`src/rtl/mealy_seq_detector.sv`:
```
// ---------------------------------------------------------------------------
// mealy_seq_detector
//
// Watches a stream of SYM_W-bit symbols and flags, in the same cycle as the
// last symbol arrives, when the most recent DEPTH valid symbols equal a
// loadable pattern. The flag is a Mealy output: it is combinational from the
// stored history/fill state and the current x/x_valid.
//
// Handshake: x is consumed on every rising edge where x_valid=1 and
// pat_load=0. There is no back-pressure. Cycles with x_valid=0 leave all
// sequence state untouched.
//
// State:
//   pat_r   DEPTH symbols, symbol 0 is the first one expected
//   hist_r  DEPTH-1 most recent consumed symbols, newest at the top index
//   fill    number of valid history symbols (0..DEPTH-1); this counter is
//           the FSM state, fill == DEPTH-1 is the ARMED state
//
// Ports:
//   clk        rising-edge clock
//   rst        asynchronous active-high reset
//   x_valid    x is consumed this cycle
//   x          input symbol
//   pat_load   load pat_in into the pattern register, restart the sequence
//   pat_in     pattern, symbol i at bits [i*SYM_W +: SYM_W]
//   cnt_clr    synchronous clear of match_cnt (wins over an increment)
//   out        combinational match flag
//   out_q      out delayed by one cycle
//   armed      history is full (fill == DEPTH-1)
//   match_cnt  saturating count of matches
// ---------------------------------------------------------------------------
module mealy_seq_detector #(
    parameter int SYM_W   = 2,
    parameter int DEPTH   = 4,
    parameter int CNT_W   = 8,
    parameter int OVERLAP = 1
) (
    input  logic                     clk,
    input  logic                     rst,
    input  logic                     x_valid,
    input  logic [SYM_W-1:0]         x,
    input  logic                     pat_load,
    input  logic [SYM_W*DEPTH-1:0]   pat_in,
    input  logic                     cnt_clr,
    output logic                     out,
    output logic                     out_q,
    output logic                     armed,
    output logic [CNT_W-1:0]         match_cnt
);

    localparam int                FILL_W   = $clog2(DEPTH);
    localparam logic [FILL_W-1:0] FILL_MAX = FILL_W'(DEPTH - 1);
    localparam logic [CNT_W-1:0]  CNT_MAX  = '1;

    // Coarse view of the fill-counter FSM: still collecting history, or
    // armed and able to match on the next valid symbol.
    typedef enum logic {
        PH_FILLING = 1'b0,
        PH_ARMED   = 1'b1
    } phase_t;

    logic [SYM_W-1:0]  pat_r   [DEPTH];
    logic [SYM_W-1:0]  pat_nx  [DEPTH];
    logic [SYM_W-1:0]  hist_r  [DEPTH-1];
    logic [SYM_W-1:0]  hist_nx [DEPTH-1];
    logic [FILL_W-1:0] fill;
    logic [FILL_W-1:0] fill_nx;
    logic [CNT_W-1:0]  cnt_nx;
    logic              prefix_eq;
    phase_t            phase;

    assign phase = (fill == FILL_MAX) ? PH_ARMED : PH_FILLING;
    assign armed = (phase == PH_ARMED);

    // History must equal pattern symbols 0..DEPTH-2; the final pattern
    // symbol is compared against the live input instead.
    always_comb begin
        prefix_eq = 1'b1;
        for (int i = 0; i < DEPTH - 1; i++) begin
            if (hist_r[i] != pat_r[i]) begin
                prefix_eq = 1'b0;
            end
        end
    end

    // A pattern load in the same cycle discards x, so it also masks out.
    assign out = x_valid && !pat_load && armed && prefix_eq &&
                 (x == pat_r[DEPTH-1]);

    // Next-state logic for pattern, history, fill and counter.
    always_comb begin
        pat_nx  = pat_r;
        hist_nx = hist_r;
        fill_nx = fill;
        cnt_nx  = match_cnt;

        if (pat_load) begin
            for (int i = 0; i < DEPTH; i++) begin
                pat_nx[i] = pat_in[i*SYM_W +: SYM_W];
            end
            fill_nx = '0;
        end else if (x_valid) begin
            for (int i = 0; i < DEPTH - 2; i++) begin
                hist_nx[i] = hist_r[i+1];
            end
            hist_nx[DEPTH-2] = x;
            // Non-overlapping mode restarts collection after a match; the
            // shifted history is then stale but unused until refilled.
            if (out && (OVERLAP == 0)) begin
                fill_nx = '0;
            end else if (phase == PH_FILLING) begin
                fill_nx = fill + FILL_W'(1);
            end
        end

        if (cnt_clr) begin
            cnt_nx = '0;
        end else if (out && (match_cnt != CNT_MAX)) begin
            cnt_nx = match_cnt + CNT_W'(1);
        end
    end

    always_ff @(posedge clk or posedge rst) begin
        if (rst) begin
            for (int i = 0; i < DEPTH; i++) begin
                pat_r[i] <= '0;
            end
            for (int i = 0; i < DEPTH - 1; i++) begin
                hist_r[i] <= '0;
            end
            fill      <= '0;
            match_cnt <= '0;
            out_q     <= 1'b0;
        end else begin
            pat_r     <= pat_nx;
            hist_r    <= hist_nx;
            fill      <= fill_nx;
            match_cnt <= cnt_nx;
            out_q     <= out;
        end
    end

endmodule

```
`config.mk`:
```
export PLATFORM = sky130hd
export DESIGN_NAME = mealy_seq_detector
export DESIGN_NICKNAME = d
export VERILOG_FILES = /design/src/rtl/mealy_seq_detector.sv
export SDC_FILE = /design/constraint.sdc
export NUM_CORES = 1
export LEC_CHECK = 0
export CAP_MARGIN = 20
export CORE_MARGIN = 4
export CORE_UTILIZATION = 32
export CTS_CLUSTER_SIZE = 30
export DETAILED_ROUTE_END_ITERATION = 16
export GPL_TIMING_DRIVEN = 0
export SYNTH_ARGS = -nofsm -noshare
export SYNTH_HDL_FRONTEND = slang
export SYNTH_SLANG_ARGS = --single-unit
```
`constraint.sdc`:
```
create_clock -name clk -period 2.7 [get_ports clk]
set_input_delay 0.27 -clock clk [delete_from_list [all_inputs] [get_ports clk]]
set_output_delay 0.27 -clock clk [all_outputs]
set_load 0.01 [all_outputs]
```
### Word-level counts from Yosys, hierarchy flattened

Index checks and enable logic that the tools add are counted.

| word-level totals | value |
|---|---|
| bits in registers | 25 |
| input port bits | 15 |

| operators by class | value |
|---|---|
| $add $sub $neg | 2 |
| equal/unequal tests | 7 |
| multiplexer cells | 9 |
| bitwise gates (word level) | 1 |
| reductions and logical operators | 10 |

Operator list:

| kind | number |
|---|---|
| $mux 8 | 2 |
| $add 8x1->8 const B | 1 |
| $ne 8x8->1 const B | 1 |
| $mux 2 | 3 |
| $ne 2x2->1 | 3 |
| $logic_and 1x1->1 | 5 |
| $mux 1 | 4 |
| $reduce_and 2->1 | 2 |
| $reduce_bool 2->1 | 2 |
| $add 2x1->2 const B | 1 |
| $eq 2x2->1 | 1 |
| $eq 2x2->1 const B | 1 |
| $ne 2x2->1 const B | 1 |
| $logic_not 1->1 | 1 |
| $not 1->1 | 1 |

### Depth between registers and ports, before layout

Gate-level depths: netlist of run 1.

| logic depth | value |
|---|---|
| depth after elaboration | 9 |
| gate-level depth with buffers | 7 |

### Worst setup path after synthesis of run 1

OpenSTA, ideal clock, no wires.

| timing path | value |
|---|---|
| kind | register to register |
| start point | register match_cnt[0] |
| end point | register match_cnt[5] |
| arrival | 1,975 ps |
| data required time | 2,622 ps |
| slack | 647 ps |
| cell stages (with the launch flop) | 8 |
| path buffers | 1 |
| cells stage by stage | dfrtp_1 ha_1 and3_1 nand3_1 or4b_1 buf_2 or3_1 a21oi_1 |

| on the way | value |
|---|---|
| cells in the longest elaborated chain, start to end | 3 |

RTL lines:

| item | line | source |
|---|---|---|
| from (decl) | 48 | `output logic [CNT_W-1:0] match_cnt` |
| from (signal assigned) | 138 | `match_cnt <= cnt_nx;` |
| $add 8x1->8 or $ne 8x8->1 (tied branches) | 119, 118 |  |
| $mux 8 or $logic_and 1x1->1 (tied branches) | 118 | `end else if (out && (match_cnt != CNT_MAX)) begin` |
| $mux 8 or $reduce_bool 2->1 (tied branches) | - |  |

Parallel ways exist; a longest one is shown, timed or not. The select of a mux whose other input is x is not followed.
A chain may end at the register's enable or synchronous reset.

### Worst setup path after layout of run 1

| timing path | value |
|---|---|
| start point | register fill[0] |
| end point | output out |

| on the way | value |
|---|---|
| cells in the longest elaborated chain, start to end | 5 |

RTL lines:

| item | line | source |
|---|---|---|
| from (decl) | 66 | `logic [FILL_W-1:0] fill;` |
| from (signal assigned) | 137 | `fill <= fill_nx;` |
| $eq 2x2->1 | 72 | `assign phase = (fill == FILL_MAX) ? PH_ARMED : PH_FILLING;` |
| $mux 1 | 72 |  |
| $logic_and 1x1->1 (3 in a row) | 87 | `assign out = x_valid && !pat_load && armed && prefix_eq &&` |
| to (decl) | 45 | `output logic out,` |

No other way between the ends.

==> flow_summary_export.csv, run 1 <==
group,metric,value,unit
clock_network,htree_levels,1,
pwr,finalPower,792,uW
pwr,power.internal,596,uW
detailed_routing,vias,863,
synth,synth.largest_area_cell,"dfrtp_1",
detailed_routing,drcViolationCount,0,
clock_network,cts_root_buffer,"clkbuf_8",
timing,setup_violations,0,
place,port_buffers,24,
synth,synthCells,102,
cells_and_area,drive_gt1_share,15.3,%
setup_path,crit_type,"register to output port",
floorplan,io_pins,26,
synth,ys_async_sr_fraction,100,%
detailed_routing,ant_nets,0,
detailed_routing,dr.pass1.iters,4,
pwr,p_comb_share,16.5,%
cells_and_area,fill_cells,322,
timing,relSlewSlack,64.8,%
synth,synth_area_leaders,"dfrtp_1 (53%), mux2_2 (13%), xnor2_1 (6.7%)",
synth,synth_top_area_share,53.2,%
clock_network,cts_buffer_depth,2,
clock_network,clk_pin_slew,90,ps
setup_path,critPathBufInv,1,
setup_path,setup.worst_path.start,"fill[0]$_DFFE_PP0P_",
place,dp_hpwl,1670,um
clock_network,cts_buffers,3,
timing,worstMarginPinSlew,523,ps
timing,finalCritPeriodShare,92.8,%
synth,syn_area,0.00118,mm2
grt,grt.overflow.total,0,
detailed_routing,drtIter0Drc,39,
grt,first_global_vias,804,
cells_and_area,antenna_cells,0,
detailed_routing,wl_per_cell,12.5,um
cells_and_area,fin_util,45.0,%
setup_path,start_kind,"register",
synth,yosys_warnings,0,
grt,grt_pass1_wl,3710,um
clock_network,clock_latency,270,ps
synth,synth_seq_cells,25,
setup_path,slowest_delay,640,ps
setup_path,critPathCaptureType,"output port",
pwr,power_density,511,mW/mm2
cells_and_area,fin_nets,149,
setup_path,cp_cell_sequence,"ha_1 -> and3b_1 -> nand2_1 -> nor4_1 -> clkdlybuf4s50_1",
synth,synth_ff_type,"dfrtp_1",
detailed_routing,via_per_inst,4.88,
clock_network,clkSinkCount,25,
cells_and_area,final_common_cell,"dfrtp_1",
floorplan,fp.dieW,68.6,um
pwr,clock_power_share,28.1,%
timing,drv_slew,0,
timing,rsz0062_at_grt,"no",
pwr,p_leak,0.625,nW
worst_hold_path,hp-class,"input pin to asynchronous set/reset pin",
floorplan,die_y,68.6,um
pwr,ir_drop,0.000436,V
synth,syn-num-nets,119,
setup_path,cp_top_family,"simple AND/OR/NAND/NOR gates",
place,gp_congestion,0.830,
timing,fmax,399,MHz
grt,antenna_found_initial,0,
cells_and_area,area_growth,31.8,%
run,drv_cap,0,
timing,setup_tns,0,ps
timing,clock_skew,2.24,ps
detailed_routing,wl,2220,um
floorplan,die_area,0.00471,mm2
cells_and_area,mostFrequentLayoutCells,"dfrtp_1 (25), clkdlybuf4s50_1 (24), mux2_2 (14)",
clock_network,ctsHoldBuffers,0,
pwr,sw_frac_of_total,24.7,%
timing,whs,292,ps
grt,grt_max_degree,26,
timing,setup_slack,195,ps
setup_path,r2r-start,"match_cnt[0]$_DFFE_PP0P_",
clock_network,post-cts-setup-buffers,0,
synth,synth_edf_count,0,
setup_path,worstPathRequired,2430,ps
timing,period_needed,2510,ps
floorplan,core,0.00344,mm2
synth,yosysSeqAreaShare,53.2,%
clock_network,cts_tree,"yes",
clock_network,post_cts_resized,0,
grt,grt_usage,10.6,%
status,status,"complete, no violations",
setup_path,critPathSlowestCell,"clkdlybuf4s50_1",
floorplan,core.rowCount,21,
pwr,p_sw,196,uW
place,post-place-ws,215,ps
synth,synthDistinctLibCells,25,
pwr,seqPwrFrac,55.4,%
setup_path,crit_fanout,3,
floorplan,start_util,34.2,%
setup_path,cp_data_arrival_time,2240,ps
synth,syn_area_per_cell,11.5,um2
timing,hold_viol_final,0,
==> area by class of cell <==
type                    count  area (um2)  share of cell area, %
clock buffers               3        41.3                   2.66
multi-input cells          71         527                   34.0
repair buffers             25         268                   17.3
inverters                   2        7.51                  0.484
flip-flops and latches     25         626                   40.4
plain buffers               4        16.3                   1.05
clock inverters             1        7.51                  0.484
well taps                  46        57.6                   3.71
==> kinds of logic (layout without fill, tap and decap cells) <==
logic type / after synthesis / after routing / share of synthesized area [%]
XOR/XNOR: 10 / 10 / 7.45
AO/OA/AOI/OAI: 12 / 12 / 6.17
AND/OR/NAND/NOR: 31 / 31 / 13.9
adder cells (fa/ha/maj): 2 / 2 / 2.13
multiplexers: 16 / 16 / 15.1
buffers and inverters: 6 / 35 / 2.02
flip-flops: 25 / 25 / 53.2
==> power by group through the flow <==
| stage | combinational, mW | clock (mW) | sequential (mW) |
|---|---|---|---|
| after global routing | 0.144 | 0.256 | 0.444 |
| after CTS | 0.129 | 0.235 | 0.439 |
| final | 0.131 | 0.223 | 0.439 |
| after floorplan | 0.0925 | 0 | 0.440 |
| after global placement | 0.124 | 0 | 0.445 |
| after detailed placement | 0.128 | 0 | 0.447 |
==> layer usage <==
metal  up-vias  track usage (%)  share of wire, %
met4         0             1.49              0.27
li1        417                -                 -
met3         2             4.21               6.1
met1       422             12.6                43
met5         -                0                 0
met2        22             18.2                51
==> path summary, 6_finish.rpt <==
path,to,slack [ps],cells past startpoint
setup / recovery,out,190,5
hold reg to reg,fill[1]$_DFFE_PP0P_,530,2
min in group clk,match_cnt[0]$_DFFE_PP0P_,360,2
hold / removal,match_cnt[0]$_DFFE_PP0P_,290,2
max in group asynchronous,hist_r[4]$_DFFE_PP0P_,1990,3
setup reg to reg,match_cnt[5]$_DFFE_PP0P_,560,7
==> sequential cells by signal, summed over array words and instances, names as in the netlist <==
signal and cells:
hist_r 6, fill 2, out_q 1, pat_r 8, match_cnt 8
==> Yosys cell counts (all sizes together) (2+ instances only) <==
cell type,number
a211oi,2
nand3,6
dfrtp,25
mux2i,2
o21ai,4
and3,3
or3,4
nor2,6
xnor2,9
inv,2
ha,2
buf,2
a21oi,4
mux2,14
nand2,5
a41oi,2
clkbuf,2
nor2b,2
==> metrics by stage <==
stage          cell area (um2)  cells
2_1_floorplan             1180    102
3_3_place_gp              1470    172
3_5_place_dp              1470    172
4_1_cts                   1520    176
5_1_grt                   1550    177
6_report                  1550    177
==> worst register-to-register path: cells and delay by family, from the launching register on <==
kind                       cells  cell delay [ps]
and+or+nand+nor                4             1080
buffers and inverters          1              190
AOI/OAI and AO/OA              1              140
DFF                            1              440
adders and majority gates      1              240
Power figures use the tool's default switching activity.
==> inputs of run 2 (changes only) <==
--- a/config.mk
+++ b/config.mk
@@ -5,12 +5,17 @@
 export SDC_FILE = /design/constraint.sdc
 export NUM_CORES = 1
 export LEC_CHECK = 0
+export ABC_AREA = 1
 export CAP_MARGIN = 20
+export CELL_PAD_IN_SITES_DETAIL_PLACEMENT = 2
+export CELL_PAD_IN_SITES_GLOBAL_PLACEMENT = 2
+export CORE_ASPECT_RATIO = 0.8
 export CORE_MARGIN = 4
-export CORE_UTILIZATION = 32
+export CORE_UTILIZATION = 30
 export CTS_CLUSTER_SIZE = 30
 export DETAILED_ROUTE_END_ITERATION = 16
 export GPL_TIMING_DRIVEN = 0
+export PLACE_DENSITY_LB_ADDON = 0.1
 export SYNTH_ARGS = -nofsm -noshare
 export SYNTH_HDL_FRONTEND = slang
 export SYNTH_SLANG_ARGS = --single-unit
==> run 2 against run 1 <==
Clock power hardly changed. Sequential share of layout area is 6.9 points lower. Fmax is 0.85% higher.
==> flow_summary_export.csv, run 2 <==
group,metric,value,unit
status,status,"complete, no violations",
floorplan,die_area,0.00614,mm2
synth,synth_ff_type,"dfrtp_1",
worst_hold_path,hp-class,"input pin to asynchronous set/reset pin",
synth,yosys_warnings,0,
place,gp_congestion,0.725,
cells_and_area,fin_util,40.0,%
place,dp_hpwl,3390,um
synth,synth_seq_cells,25,
synth,ys_async_sr_fraction,100,%
detailed_routing,wl_per_cell,15.1,um
detailed_routing,ant_nets,0,
clock_network,cts_root_buffer,"clkbuf_8",
synth,synth.largest_area_cell,"dfrtp_1",
clock_network,htree_levels,1,
setup_path,crit_fanout,4,
pwr,power_density,446,mW/mm2
setup_path,worstPathRequired,2430,ps
floorplan,core.rowCount,22,
floorplan,start_util,31.7,%
synth,syn_area,0.00148,mm2
floorplan,io_pins,26,
cells_and_area,mostFrequentLayoutCells,"nand2_1 (54), inv_1 (30), dfrtp_1 (25)",
clock_network,clkSinkCount,25,
cells_and_area,multiInputGateArea,713,um2
grt,grt.overflow.total,0,
timing,drv_slew,0,
cells_and_area,drive_gt1_share,10.0,%
grt,first_global_vias,1489,
timing,finalCritPeriodShare,92.0,%
detailed_routing,via_per_inst,4.81,
run,drv_cap,0,
cells_and_area,ff_latch_area,626,um2
floorplan,die_y,70.9,um
grt,grt_usage,14.5,%
synth,synthDistinctLibCells,24,
setup_path,start_kind,"register",
timing,setup_tns,0,ps
pwr,ir_drop,0.000180,V
timing,clock_skew,4.36,ps
cells_and_area,area_growth,26.1,%
clock_network,post_cts_resized,0,
pwr,p_leak,0.942,nW
synth,yosysMostFrequentCell,"nand2_1",
cells_and_area,stdcell_area,0.00187,mm2
floorplan,core,0.00468,mm2
detailed_routing,vias,1342,
timing,worstMarginPinSlew,495,ps
setup_path,crit_type,"register to output port",
setup_path,critPathCaptureType,"output port",
timing,relSlewSlack,67.0,%
detailed_routing,dr.pass1.iters,4,
synth,synth_edf_count,0,
timing,whs,223,ps
clock_network,clock_latency,270,ps
cells_and_area,fin_nets,237,
timing,rsz0062_at_grt,"no",
pwr,finalPower,835,uW
clock_network,cts_buffers,3,
cells_and_area,antenna_cells,0,
place,dpl_cell_area,0.00180,mm2
place,port_buffers,24,
cells_and_area,largestRegisters,"match_cnt (8), pat_r (8), hist_r (6)",
synth,synth_area_leaders,"dfrtp_1 (42%), nand2_1 (14%), inv_1 (7.6%)",
setup_path,cp_data_arrival_time,2210,ps
synth,synth_top_area_share,42.2,%
cells_and_area,fill_cells,535,
grt,grt_max_degree,26,
synth,syn_area_per_cell,7.81,um2
timing,fmax,403,MHz
synth,synthCells,190,
detailed_routing,drtIter0Drc,35,
cells_and_area,final_common_cell,"nand2_1",
clock_network,post-cts-setup-buffers,0,
clock_network,clk_pin_slew,90,ps
floorplan,fp.dieW,86.6,um
timing,period_needed,2480,ps
detailed_routing,drcViolationCount,0,
clock_network,cts_tree,"yes",
timing,hold_viol_final,0,
clock_network,cts_buffer_depth,2,
synth,synthTopCellsByCount,"nand2_1 (54), inv_1 (30), dfrtp_1 (25), nor2_1 (17), o21ai_0 (12)",
detailed_routing,wl,4210,um
grt,antenna_found_initial,0,
grt,grt_pass1_wl,7110,um
synth,yosysSeqAreaShare,42.2,%
synth,syn-num-nets,207,
clock_network,ctsHoldBuffers,0,
timing,setup_violations,0,
==> run 2: cell types whose count changed after synthesis, moves of 6 or more <==
| cell | delta |
|---|---|
| mux2_2 | -14 |
| inv_1 | +28 |
| nor2_1 | +11 |
| o21ai_0 | +8 |
| nand4_1 | +9 |
| nand2_1 | +49 |
| xnor2_1 | -6 |
==> run 2: layer usage <==
| layer | global-route usage [%] | share of wire [%] | vias up |
|---|---|---|---|
| li1 | - | - | 654 |
| met1 | 19.5 | 50 | 667 |
| met2 | 24.4 | 47 | 19 |
| met3 | 3.38 | 2.6 | 2 |
| met4 | 2.08 | 0.57 | 0 |
| met5 | 0 | 0 | - |
==> run 2: metrics by stage <==
step,setup WS [ps],cells
CTS,194,278
floorplan,1040,190
detailed placement,268,274
global placement,297,274
global route,50.3,279
finish,216,279
==> run 2: path summary, 6_finish.rpt <==
| path | startpoint | to | slack (ps) | depth (start not counted) |
|---|---|---|---|---|
| setup / recovery | fill[0]$_DFFE_PP0P_ | out | 220 | 6 |
| hold / removal | rst | match_cnt[1]$_DFFE_PP0P_ | 220 | 2 |
| setup reg to reg | match_cnt[0]$_DFFE_PP0P_ | match_cnt[4]$_DFFE_PP0P_ | 1150 | 7 |
| hold reg to reg | hist_r[4]$_DFFE_PP0P_ | hist_r[4]$_DFFE_PP0P_ | 520 | 2 |
| max in group asynchronous | rst | hist_r[0]$_DFFE_PP0P_ | 2090 | 3 |
| min in group clk | pat_load | fill[1]$_DFFE_PP0P_ | 230 | 2 |
==> run 2: area by class of cell <==
| class | count | share of cell area [%] |
|---|---|---|
| Buffer | 4 | 1.27 |
| Clock buffer | 4 | 2.41 |
| Inverter | 31 | 6.48 |
| Multi-Input combinational cell | 130 | 38.1 |
| Sequential cell | 25 | 33.4 |
| Tap cell | 60 | 4.01 |
| Timing Repair Buffer | 25 | 14.3 |
==> run 2: critical path, stage by stage, from the launching register on <==
cell	delay, ps
dfrtp_1	380
ha_1	180
inv_1	110
nor2_8	170
nand3_1	110
nor4_1	380
clkdlybuf4s50_1	620
==> run 2: cells by family after synthesis <==
| group | after synthesis | share of synthesized area (%) |
|---|---|---|
| and+or+nand+nor | 107 | 37.4 |
| adders and majority gates | 2 | 1.69 |
| buffers and inverters | 35 | 9.78 |
| xor gates and xnor gates | 7 | 4.13 |
| AOI/OAI and AO/OA | 14 | 4.89 |
| DFF | 25 | 42.2 |
==> run 2: report_power, final <==
group / total (mW) / internal [mW] / switching (mW)
Combinational: 0.187 / 0.0701 / 0.117
Sequential: 0.423 / 0.402 / 0.0206
Clock: 0.225 / 0.106 / 0.120
==> variant, RTL diff (flow settings as in run 2) <==
The parameter `SYM_W` goes from 2 to 4.
--- a/src/rtl/mealy_seq_detector.sv
+++ b/src/rtl/mealy_seq_detector.sv
@@ -32,3 +32,3 @@
 module mealy_seq_detector #(
-    parameter int SYM_W   = 2,
+    parameter int SYM_W   = 4,
     parameter int DEPTH   = 4,
Ports: changed (resized pat_in and x); port bits go from 26 to 36. No check against the original RTL was run, so the function may have changed too.
==> variant against run 2 <==
Sequential cell count increased by 14; synthesized cell count increased by 44%; highest routed layer unchanged; hold slack improved by 0.25 ns; setup slack got worse by 0.0077 ns; global-route usage increased by 1.7 points; first-iteration DRC count increased by 54%; total power increased by 70%; cell count increased by 43%; routed wire length increased by 48%; synthesized area increased by 40%; final area increased by 41%.
==> variant: results (changes against run 2) <==
CTS
The tree is rooted in a clkbuf_8. The number of H-tree branching levels is 2 (+1). The total of cells resized after clock tree synthesis was 0 (unchanged). The source-to-sink clock delay at the later pin of the worst-skew pair is 0.28 ns. The buffer count from post-CTS setup fixing is 0 (unchanged). The TritonCTS buffer count was 5 (+2). The clock-pin slew reported for the worst setup and hold paths after clock tree synthesis is 0.07 ns (-0.02 ns).

Route
The wire length on met1 is 3.12 mm (+49%). The detailed-routed wire length on met2 is 2.86 mm (+43%). The number of iterations in the first detailed-routing pass is 4 (unchanged). The final routed wirelength across all metal layers is 6.22 mm (+48%).

The highest metal layer used by the detailed router is met4. The detail-routed via count per cell is 4.72 (-1.9%). The starting DRC count in detailed routing is 54 (+54%).

The final antenna-violating net count came to 0 (unchanged). The met3 routed wirelength is 195 um (+81%).

Hold path
The class of the tightest hold or removal check is in2async.

STA
The worst relative slew slack is 44.1% (-23 points). The clock skew is 0.00326 ns (-0.00110 ns).

Finish
The net count of the finished layout is 343 (+45%). The layout cell share with drive strength beyond 1 is 5.38% (-4.7 points). The count of fill cells added during filler insertion is 779 (+46%).

The largest registers in the layout are pat_r x16, hist_r x12, match_cnt x8.

Yosys
The fraction of synthesized cell area in xor and xnor cells came to 4.62% (+0.49 points). Ranked by instance count, the synthesized netlist is headed by nand2_1 (96), inv_1 (40), dfrtp_1 (39), o21ai_0 (24), nor2_1 (16). The warning count from the yosys run is 0 (unchanged). Ranked by total cell area, the synthesized netlist is headed by dfrtp_1 (47%), nand2_1 (17%), inv_1 (7.2%). The proportion of synthesized chip area in sequential cells is 46.8% (+4.7 points). The average cell area after synthesis is 7.60 um^2 (-2.7%). The post-synthesis async set-or-reset flop share is 100% (unchanged). The share of the synthesized area in compound gates (AO/OA/AOI/OAI) was 6.73% (+1.8 points).

The net count of the mapped netlist came to 301 (+45%). The most used flip-flop cell after synthesis is dfrtp_1. The number of distinct library cells after synthesis was 22 (-8.3%). The mux cell area share after synthesis came to 0.541% (+0.54 points). The adder-cell share of the synthesized area is 1.20% (-0.49 points).

Pwr
The static leakage is 0.00133 uW (+41%). The maximum vdd drop is 208 uV (+15%).

Setup path
The depth of the most critical reg-to-reg path is 9 (+2). The biggest fanout along the worst timing path is 10 (+6). STA puts the critical path data arrival time at 2.22 ns. In this design, the largest share of critical-path delay is due to buffers and inverters. The critical path's largest stage delay is 0.59 ns (-0.03 ns).

Place
The detailed-placement wirelength estimate came to 4.87 mm (+44%). The global placement routability congestion is 0.768 (+6.0%). The count of input and output buffers is 35 (+46%).

GRT
The largest net degree at the start of global routing came to 40 (+54%). The total global-route track usage came to 16.2% (+1.7 points). The number of global-route vias before repair is 2060 (+38%). The wire length of the first global-routing pass is 10.3 mm (+45%).

Outcome
The flow ran to the end, and the final reports show no timing, DRC or antenna violations.
-- variant: cell count changes after synthesis, sizes merged, moves of 4 or more --
| cell | change |
|---|---|
| nand3 | +6 |
| xnor2 | +4 |
| inv | +10 |
| dfrtp | +14 |
| nor2 | -4 |
| o21ai | +12 |
| nand2 | +37 |
-- variant: layout make-up --
| type | instances | area (um^2) | area share (%) |
|---|---|---|---|
| clock inverter | 1 | 30.0 | 1.14 |
| multi-input combinational | 188 | 928 | 35.1 |
| tap | 84 | 105 | 3.98 |
| clock buffer | 6 | 72.6 | 2.75 |
| buffer | 6 | 23.8 | 0.900 |
| timing repair buffer | 35 | 350 | 13.3 |
| sequential | 39 | 976 | 36.9 |
| inverter | 41 | 155 | 5.87 |
-- variant: cell families after synthesis --
kind of cell | after synthesis
xor gates and xnor gates | 11
DFF | 39
muxes | 1
adders and majority gates | 2
and+or+nand+nor | 146
AOI/OAI and AO/OA | 28
buffers and inverters | 47
-- variant: worst paths after layout --
path | slack (ns) | endpoint | from
min in group clk | 0.52 | pat_r[5]$_DFFE_PP0P_ | pat_r[5]$_DFFE_PP0P_
max in group asynchronous | 1.70 | hist_r[5]$_DFFE_PP0P_ | rst
hold reg to reg | 0.52 | pat_r[5]$_DFFE_PP0P_ | pat_r[5]$_DFFE_PP0P_
hold / removal | 0.47 | fill[0]$_DFFE_PP0P_ | rst
setup reg to reg | 1.06 | match_cnt[7]$_DFFE_PP0P_ | fill[0]$_DFFE_PP0P_
setup / recovery | 0.21 | out | fill[0]$_DFFE_PP0P_
-- variant: where the power goes --
part / switching, uW / internal [uW]
clock: 198 / 271
sequential: 44.1 / 639
combinational: 160 / 108
-- variant: metrics by stage --
| step | setup slack, ns | hold WS, ns | cells | instance area, um^2 | power [uW] |
|---|---|---|---|---|---|
| global placement | 0.342 | 0.481 | 393 | 2540 | 951 |
| CTS | 0.171 | 0.512 | 400 | 2640 | 1450 |
| floorplan | 1.25 | 0.387 | 274 | 2080 | 850 |
| detailed placement | 0.320 | 0.500 | 393 | 2540 | 969 |
| global route | 0.0148 | 0.532 | 400 | 2640 | 1520 |
| finish | 0.208 | 0.472 | 400 | 2640 | 1420 |
-- variant: routing by layer --
| metal | up-vias | GRT usage [%] |
|---|---|---|
| li1 | 931 | - |
| met1 | 925 | 22.5 |
| met2 | 26 | 26.4 |
| met3 | 5 | 3.02 |
| met4 | 0 | 3.59 |
| met5 | - | 0 |
